<file path="src/rtl/crono_bcd_lap.sv">
// crono_bcd_lap: BCD stopwatch/timer with prescaler, up/down count, preload and lap freeze
module crono_bcd_lap #(
  parameter int N_DIGITS = 4,
  parameter int SEXAG    = 1,
  parameter int PRESCALE = 4
) (
  input  logic                  clk,
  input  logic                  rst,
  input  logic                  start_stop,
  input  logic                  clr,
  input  logic                  lap,
  input  logic                  dir,
  input  logic                  load,
  input  logic [4*N_DIGITS-1:0] load_val,
  output logic [4*N_DIGITS-1:0] count,
  output logic [4*N_DIGITS-1:0] disp,
  output logic                  running,
  output logic                  lap_active,
  output logic                  wrap,
  output logic                  done
);
  localparam int W  = 4 * N_DIGITS;
  localparam int PW = PRESCALE > 1 ? $clog2(PRESCALE) : 1;
  typedef enum logic {PAUSE, RUN} state_t;
  state_t state_q, state_d;
  logic [W-1:0] count_q, count_d, lap_q, lap_d, up_v, dn_v, ld_v, base;
  logic [PW-1:0] pre_q, pre_d;
  logic lap_act_q, lap_act_d, wrap_q, wrap_d, done_q, done_d, tick, cy, bw;
  logic [3:0] mx, dg, lv;
  // Ripple carry/borrow across digits; cy ends high at all-max, bw ends high at zero
  always_comb begin
    cy = 1'b1;
    bw = 1'b1;
    mx = 4'd9;
    dg = '0;
    lv = '0;
    up_v = '0;
    dn_v = '0;
    ld_v = '0;
    for (int i = 0; i < N_DIGITS; i++) begin
      mx = (SEXAG != 0 && i % 2 == 1) ? 4'd5 : 4'd9;
      dg = count_q[4*i +: 4];
      lv = load_val[4*i +: 4];
      up_v[4*i +: 4] = cy ? (dg == mx ? 4'd0 : dg + 4'd1) : dg;
      dn_v[4*i +: 4] = bw ? (dg == 4'd0 ? mx : dg - 4'd1) : dg;
      ld_v[4*i +: 4] = lv > mx ? mx : lv;
      cy = cy && dg == mx;
      bw = bw && dg == 4'd0;
    end
  end
  always_comb begin
    tick = state_q == RUN && pre_q == PW'(PRESCALE - 1) && !start_stop && !clr;
    base = load ? ld_v : count_q;
    state_d = state_q;
    count_d = count_q;
    pre_d = pre_q;
    lap_act_d = lap_act_q ^ lap;
    lap_d = (lap && !lap_act_q) ? count_q : lap_q;
    wrap_d = 1'b0;
    done_d = 1'b0;
    if (clr) begin
      count_d = '0;
      pre_d = '0;
      state_d = PAUSE;
      lap_act_d = 1'b0;
    end else if (state_q == PAUSE) begin
      count_d = base;
      state_d = (start_stop && !(dir && base == '0)) ? RUN : PAUSE;
    end else if (start_stop) begin
      state_d = PAUSE;
    end else begin
      pre_d = tick ? '0 : pre_q + 1'b1;
      if (tick && !dir) begin
        count_d = up_v;
        wrap_d = cy;
      end else if (tick && !bw) begin
        count_d = dn_v;
        done_d = dn_v == '0;
        state_d = dn_v == '0 ? PAUSE : RUN;
      end
    end
  end
  always_ff @(posedge clk) begin
    if (rst) begin
      state_q <= PAUSE;
      count_q <= '0;
      lap_q <= '0;
      pre_q <= '0;
      lap_act_q <= 1'b0;
      wrap_q <= 1'b0;
      done_q <= 1'b0;
    end else begin
      state_q <= state_d;
      count_q <= count_d;
      lap_q <= lap_d;
      pre_q <= pre_d;
      lap_act_q <= lap_act_d;
      wrap_q <= wrap_d;
      done_q <= done_d;
    end
  end
  assign count = count_q;
  assign disp = lap_act_q ? lap_q : count_q;
  assign running = state_q == RUN;
  assign lap_active = lap_act_q;
  assign wrap = wrap_q;
  assign done = done_q;
endmodule

</file>
<file path="config.mk">
export PLATFORM = sky130hd
export DESIGN_NAME = crono_bcd_lap
export DESIGN_NICKNAME = d
export VERILOG_FILES = /design/src/rtl/crono_bcd_lap.sv
export SDC_FILE = /design/constraint.sdc
export NUM_CORES = 1
export LEC_CHECK = 0
export BUFFER_PORTS_ARGS = -buffer_cell sky130_fd_sc_hd__clkbuf_2
export CAP_MARGIN = 40
export CORE_MARGIN = 5
export CORE_UTILIZATION = 26
export CTS_BUF_LIST = sky130_fd_sc_hd__clkbuf_4
export DETAILED_ROUTE_END_ITERATION = 10
export MAX_ROUTING_LAYER = met4
export PLACE_DENSITY = 0.46
export REMOVE_ABC_BUFFERS = 1
export SLEW_MARGIN = 0
export SYNTH_ARGS = -nofsm -noshare
export SYNTH_HDL_FRONTEND = slang
export SYNTH_SLANG_ARGS = --single-unit
</file>
<file path="constraint.sdc">
create_clock -name clk -period 3.9 [get_ports clk]
set_clock_uncertainty 0.1 [all_clocks]
set_input_delay 0.195 -clock clk [delete_from_list [all_inputs] [get_ports clk]]
set_output_delay 0.195 -clock clk [all_outputs]
set_load 0.02 [all_outputs]
</file>
; Word level (Yosys, flattened, before mapping)
; Cells that the tools add are included.
[totals]
register_bits = 38
elab_cells = 103
[classes]
add_sub_neg = 9
n_lt_le_gt_ge = 4
eq_ne = 10
n_mux = 31
n_bitwise = 5
n_reduce_logical = 34
[ops]
columns = cell, count
row1 = two-way mux 16 bit, 6
row2 = two-way mux 4 bit, 18
row3 = zero test 16 bit, 2
row4 = adder 4 x 1 -> 4 bit (second input constant), 4
row5 = zero test 4 bit, 4
row6 = subtractor 4 x 1 -> 4 bit (second input constant), 4
row7 = logical AND 1 bit, 14
row8 = != test 3 bit (second input constant), 3
row9 = AND reduction 3 bit, 3
row10 = == test 4 x 3 -> 1 bit (second input constant), 2
row11 = == test 4 bit (second input constant), 2
row12 = greater-than comparator 4 x 3 -> 1 bit (second input constant), 2
row13 = greater-than comparator 4 bit (second input constant), 2
row14 = zero test 1 bit, 6
row15 = two-way mux 1 bit, 6
row16 = OR reduction 6 bit, 1
row17 = OR reduction 5 bit, 1
row18 = NOT 1 bit, 4
row19 = AND reduction 2 bit, 2
row20 = != test 3 x 1 -> 1 bit (second input constant), 1
row21 = adder 2 x 1 -> 2 bit (second input constant), 1
row22 = == test 2 bit (second input constant), 1
row23 = two-way mux 2 bit, 1
row24 = != test 2 bit (second input constant), 1
row25 = 2 further kinds, 2

; Logic depth before layout (Yosys ltp)
; Gate-level depths: netlist (run 1).
[logic_depth]
word_depth = 10
ltp_mapped = 9
depth_no_buf = 6

; Worst setup path before layout (run 1)
; No wires, ideal clock.
[synth_timing]
path_kind = reg-to-reg
start = register count_q[1], in the netlist count[1]
end = register count_q[14], in the netlist count[14]
arrival_time_ns = 2.337
required_ns = 3.683
path_slack_ns = 1.345
stages_incl_launch_ff = 9
n_path_buf = 3
period_less_slack_ns = 2.555
cell_sequence = dfxtp_1 -> buf_6 -> or4_4 -> buf_6 -> or4_4 -> buf_6 -> o221a_2 -> nand2b_4 -> a32o_1
[synth_via]
elab_chain_len = 8
word_cells_on_any_way = 17
[synth_lines]
columns = item, line_no
row1 = start: declaration, 26  ; logic [W-1:0] count_q, count_d, lap_q, lap_d, up_v, dn_v, ld_v, base;
row2 = start signal: assignment, 94  ; count_q <= count_d;
row3 = zero test 4 bit, 48  ; bw = bw && dg == 4'd0;
row4 = logical AND 1 bit (2 in series), 48
row5 = two-way mux 4 bit / logical AND 1 bit (equally long branches), "45, 48"
row6 = two-way mux 16 bit / zero test 1 bit (equally long branches), 76  ; end else if (tick && !bw) begin
row7 = two-way mux 16 bit / logical AND 1 bit (equally long branches), "73, 76"
row8 = two-way mux 16 bit / != test 3 x 1 -> 1 bit (equally long branches), --
row9 = two-way mux 16 bit / AND reduction 3 bit (equally long branches), --
; Parallel ways exist; a longest one is shown, timed or not. The select of a mux whose other input is x is not followed.
; A chain may end at the register's enable or synchronous reset.

; Worst setup path after layout (run 1)
[layout_timing]
start = register count_q[0], in the netlist count[0]
end = register count_q[14], in the netlist count[14]
; Same word-level chain as after synthesis.

==> out/metrics.yaml, run 1 <==
clock_tree:
  clkSinkCount: 38
  cts_buffer_depth: 2
  clock_latency_ps: 360
  path_clk_slew_ps: 140
  h-tree-depth: 2
  cts_inserted_buffers: 5
  cts-root-buf: "clkbuf_4"
  cts_tree: "yes"
die:
  core_sq_um: 10800
  die_h_um: 115
  die_w_um: 115
  start_util_pct: 26.4
  row_count: 38
  pin_count: 59
  die-area_sq_um: 13200
sta:
  finalCriticalPeriod_ps: 2690
  tightest_slew_ps: 762
  fin_crit_sh_pct: 69.0
  slew_headroom_pct: 48.5
  finalSetupViolations: 0
  fin_ws_ps: 1210
  fmax_mhz: 372
  tns_ps: 0
  maxSlewViolCount: 0
  finalHoldViolations: 0
  rsz0062_at_grt: "false"
detailed_routing:
  dr.pass1.iters: 4
  drt_iter0_drc: 135
  routed_wl_mm: 9.29
  wl_per_cell_um: 17.2
  drtAntennaViolNets: 0
  vias: 2890
  viasPerCell: 5.35
  drc: 0
critical_path:
  r2r_setup_slack_ps: 1210
  critPathKind: "register to register"
  r2r-end: "count[14]"
  end_kind: "register"
  crit_path_start_kind: "register"
  worstPathCellList: "or4_4, or4_4, o221a_2, nand2b_4, a32o_1"
  worst-path-max-fanout: 18
  ff2ff_path_depth: 5
  cp_slowest_cell: "or4_4"
  cp_data_required_time_ps: 4070
  max_stage_delay_ps: 650
  cp.arrival_ps: 2860
  cp_common_cell: "or4_4"
  rr_startpoint: "count[0]"
global_routing:
  track_usage_pct: 14.5
  grt_max_degree: 42
  grt_overflow_total: 0
  grt_antenna_before_repair: 0
  first_global_vias: 2702
  grt_pass1_wl_mm: 14.8
pwr:
  power.density_nw_per_um2: 265
  vdd_ir_drop_max_mv: 0.0868
  total_power_mw: 0.863
  switching_power_mw: 0.308
  p_seq_share_pct: 49.4
  pwr-share-comb_pct: 25.5
  intPower_mw: 0.555
  p_leak_nw: 1.30
  p_clk_share_pct: 25.1
  p_sw_share_pct: 35.7
final_layout:
  layout_commonest_cell: "clkbuf_2"
  n_antenna_cell: 0
  final_cells: 540
  nNetsFinal: 424
  area_growth_pct: 14.2
  fillerInstances: 1179
  fin_area_sq_um: 3260
  layout_common_cells: "58 x clkbuf_2, 44 x nor2_1, 38 x dfxtp_1"
  drive_gt1_share_pct: 24.3
synthesis:
  synth_flop_cell: "dfxtp_1"
  synth_edf_count: 0
  ys_async_sr_fraction_pct: 0
  synth_cell_types: 65
  postSynthAreaPerCell_sq_um: 7.79
  ys_seq_area_share_pct: 26.7
  synth_warnings: 0
  netlist_instances: 366
  ys_seq_elements: 38
  netlist_area_sq_um: 2850
placement:
  dp_slack_ps: 1230
  dp_cells: 531
  portBuffers: 58
  place_hpwl_mm: 6.61
  gp_congestion: 0.878
  placedInstanceArea_sq_um: 3190
status:
  run_status: "finished clean"
hold_path:
  hold_path_class: "input port to register"
  hp-start: "load_val[3]"
  hold-path-cell-count: 3
  min_to: "count[3]"
flow_run:
  drv_cap: 0
## worst max path at each step
stage,startpoint,end,slack (ps),cells after the start
CTS,count[0],count[14],1220,5
global placement,count[0],count[14],1290,5
detailed placement,count[0],count[14],1230,5
global route,count[0],count[10],1120,5
floorplan,count[0],count[14],1310,5
finish,count[0],count[14],1210,5
## cell type report
cell class | instances | area (sq um) | area share, %
clock inverters | 3 | 16.3 | 0.500
multi-input cells | 280 | 1880 | 57.7
flip-flops and latches | 38 | 761 | 23.4
clock buffers | 5 | 37.5 | 1.15
inverters | 9 | 33.8 | 1.04
repair buffers | 65 | 353 | 10.8
well taps | 140 | 175 | 5.38
## power groups by stage
stage	logic, mW	clock network (mW)	registers, mW
6_report	0.220	0.217	0.426
5_1_grt	0.242	0.246	0.430
4_1_cts	0.222	0.226	0.426
3_5_place_dp	0.221	0	0.434
3_3_place_gp	0.219	0	0.434
2_1_floorplan	0.131	0	0.442
## kinds of logic after synthesis
logic type | Yosys count | synth area share (%)
compound gates | 105 | 25.1
fa+ha+maj | 2 | 0.877
mux | 36 | 13.2
flops | 38 | 26.7
simple gates | 132 | 25.2
buf+inv | 48 | 7.42
xor+xnor | 5 | 1.54
## per-layer routing
layer  track usage, %  routed length (um)  up-vias
li1                 -                   -     1422
met1             19.0                4310     1390
met2             23.8                4520       70
met3             2.27                 381        8
met4             2.90                  74        0
met5                -                   0        -
## critical path: cells and delay by family, from the launching register on
kind             cells  cell delay (ps)
AND/OR/NAND/NOR      3             1360
flip-flops           1              520
AO/OA/AOI/OAI        2              600
## sequential cells by signal (all words and copies together), names as in the netlist
register and flops:
count 16, done 1, lap_active 1, lap_q 16, pre_q 2, running 1, wrap 1
## repair_timing
action	CTS	global route
hold buffers	1	0
gates resized for setup	0	0
buffers inserted	0	0
endpoints found under the hold margin	1	0
## cells in the mapped netlist (4+ instances only)
library cell	count	area [sq um]
o21ai_0	22	110
a31oi_1	8	50.1
nand3_1	6	30.0
buf_1	4	15.0
inv_1	9	33.8
nand2_1	20	75.1
dfxtp_1	38	761
buf_6	4	45.0
a21oi_1	23	115
or4_1	6	45.0
nand2b_1	5	31.3
nor3_1	10	50.1
nor2_1	44	165
nand4_1	4	25.0
or3_1	5	31.3
mux2_2	13	146
mux2i_1	23	230
clkbuf_1	30	113
nor2b_1	7	43.8
a211oi_1	4	30.0
xnor2_1	4	35.0
## through the flow
step,util (%),hold WS (ps)
4_1_cts,30.2,105
3_5_place_dp,29.6,380
2_1_floorplan,-,167
5_1_grt,30.2,111
3_3_place_gp,29.4,366
6_report,30.2,109
(Power assumes the default switching activity.)
==> run 2, diff against run 1 <==
==> constraint.sdc (replaced) <==
create_clock -name clk -period 2.6 [get_ports clk]
set_clock_uncertainty 0.1 [all_clocks]
set_input_delay 0.13 -clock clk [delete_from_list [all_inputs] [get_ports clk]]
set_output_delay 0.13 -clock clk [all_outputs]
set_load 0.02 [all_outputs]
==> run 2 against run 1 <==
Against the previous run: first-iteration DRC count fell by 10%; maximum frequency rose by 9.9%; critical path depth did not move; utilization rose by 1.4 points; critical path type unchanged.
==> out/metrics.yaml, run 2 (synthesis results as in run 1) <==
final_layout:
  nNetsFinal: 444  # +4.7%
  area_growth_pct: 19.6
  drive_gt1_share_pct: 27.9  # +3.7 points
  n_antenna_cell: 0  # unchanged
  layout_common_cells: "58 x clkbuf_2, 44 x nor2_1, 38 x dfxtp_1"
  layout_commonest_cell: "clkbuf_2"
detailed_routing:
  dr.pass1.iters: 4  # unchanged
  drtAntennaViolNets: 0  # unchanged
  drt_iter0_drc: 121  # -10%
  routed_wl_mm: 9.80  # +5.5%
  wl_per_cell_um: 17.5  # +1.9%
  vias: 2991  # +3.5%
  viasPerCell: 5.35  # about the same
  drc: 0  # unchanged
clock_tree:
  cts_resized: 0  # unchanged
  cts_buffer_depth: 2  # unchanged
  h-tree-depth: 2  # unchanged
  clock_latency_ps: 340  # -20 ps
  clkSinkCount: 38  # unchanged
  cts-root-buf: "clkbuf_4"
  cts_inserted_buffers: 5  # unchanged
  path_clk_slew_ps: 120  # -20 ps
  cts_tree: "yes"
sta:
  slew_headroom_pct: 55.3  # +6.8 points
  fin_crit_sh_pct: 94.2  # +25 points
  tns_ps: 0  # unchanged
  rsz0062_at_grt: "false"
  maxSlewViolCount: 0  # unchanged
  finalSetupViolations: 0  # unchanged
  fmax_mhz: 408  # +9.9%
  finalHoldViolations: 0  # unchanged
  finalCriticalPeriod_ps: 2450  # -243 ps
  tightest_slew_ps: 664  # -97.4 ps
  holdWs_ps: 88.8  # -20.2 ps
hold_path:
  hold_path_class: "input port to register"
  hp-start: "load_val[3]"
  min_to: "count[3]"
  hold-path-cell-count: 3  # unchanged
pwr:
  p_leak_nw: 1.41  # +8.4%
  power.density_nw_per_um2: 386  # +46%
  switching_power_mw: 0.448  # +45%
  p_seq_share_pct: 46.0  # -3.4 points
  p_sw_share_pct: 34.0  # -1.7 points
  intPower_mw: 0.869  # +57%
  pwr-share-comb_pct: 29.2  # +3.7 points
  vdd_ir_drop_max_mv: 0.181  # +110%
  p_clk_share_pct: 24.8  # -0.3 points
placement:
  portBuffers: 58  # unchanged
  gp_congestion: 0.847  # -3.5%
  place_hpwl_mm: 7.08  # +7.1%
critical_path:
  end_kind: "register"
  rr_startpoint: "count[3]"
  cp_data_required_time_ps: 2740  # -1330 ps
  crit_path_start_kind: "register"
  r2r-end: "count[14]"
  worst-path-max-fanout: 15  # -3
  ff2ff_path_depth: 5  # unchanged
  cp.arrival_ps: 2590  # -270 ps
  critPathKind: "register to register"
  r2r_setup_slack_ps: 150  # -1060 ps
die:
  die-area_sq_um: 13200  # unchanged
  core_sq_um: 10800  # unchanged
  die_h_um: 115  # unchanged
  start_util_pct: 26.4  # unchanged
  row_count: 38  # unchanged
  pin_count: 59  # unchanged
  die_w_um: 115  # unchanged
global_routing:
  first_global_vias: 2885  # +6.8%
  grt_max_degree: 23  # -45%
  track_usage_pct: 15.4  # +0.85 points
  grt_antenna_before_repair: 0  # unchanged
  grt_overflow_total: 0  # unchanged
  grt_pass1_wl_mm: 15.5  # +5.2%
status:
  run_status: "finished clean"
flow_run:
  drv_cap: 0  # unchanged
-- run 2: cell count changes in the layout (fill, tap and decap cells not counted) --
cell and delta:
clkinvlp_4 -1, clkinv_2 -1, buf_4 +20, buf_8 -1, buf_12 +1, clkinv_1 -1
clkbuf_4 +2
-- run 2: power by group through the flow --
stage | registers [mW] | logic, mW | clock network, mW
after detailed placement | 0.619 | 0.383 | 0
after global routing | 0.608 | 0.421 | 0.370
final | 0.606 | 0.384 | 0.326
after CTS | 0.606 | 0.385 | 0.345
after floorplan | 0.662 | 0.196 | 0
after global placement | 0.619 | 0.383 | 0
-- run 2: repair_timing --
| action | in CTS | in global routing |
|---|---|---|
| hold buffers | 1 | 0 |
| hold endpoints to repair | 1 | 0 |
| endpoints found under the setup margin | 0 | 0 |
| buffers inserted | 0 | 0 |
-- run 2: cell type report --
type,instances,area (sq um)
Clock buffer,7,52.6
Fill cell,1163,7380
Inverter,9,33.8
Multi-Input combinational cell,280,1880
Sequential cell,38,761
Tap cell,140,175
Timing Repair Buffer,85,508
-- run 2: how the worst max path moves through the flow --
stage | startpoint | end | depth (start not counted)
6_report | count[3] | count[14] | 5
5_1_grt | count[3] | count[14] | 5
4_1_cts | count[3] | count[14] | 5
3_5_place_dp | count[3] | count[14] | 5
3_3_place_gp | count[3] | count[14] | 5
2_1_floorplan | count[0] | count[14] | 5
-- run 2: routing by layer --
| metal | GRT usage [%] | share of wire, % | vias up |
|---|---|---|---|
| li1 | - | - | 1456 |
| met1 | 19.2 | 45 | 1441 |
| met2 | 25.1 | 49 | 82 |
| met3 | 3.22 | 5.0 | 12 |
| met4 | 4.15 | 1.3 | 0 |
| met5 | - | 0 | - |
-- run 2: critical path: stages, from the launching register on --
cell,delay (ps)
dfxtp_1,330
or4_4,590
or4_4,570
o221a_2,360
nand2b_4,150
a32o_1,240
-- run 2: per-stage QoR --
step	power (mW)	std cells	setup WS, ps	utilization [%]	instance area, sq um
2_1_floorplan	0.858	327	12.8	-	2670
3_3_place_gp	1.00	551	216	31.0	3350
3_5_place_dp	1.00	551	199	31.0	3350
4_1_cts	1.34	559	172	31.6	3410
5_1_grt	1.40	559	111	31.6	3410
6_report	1.32	559	151	31.6	3410
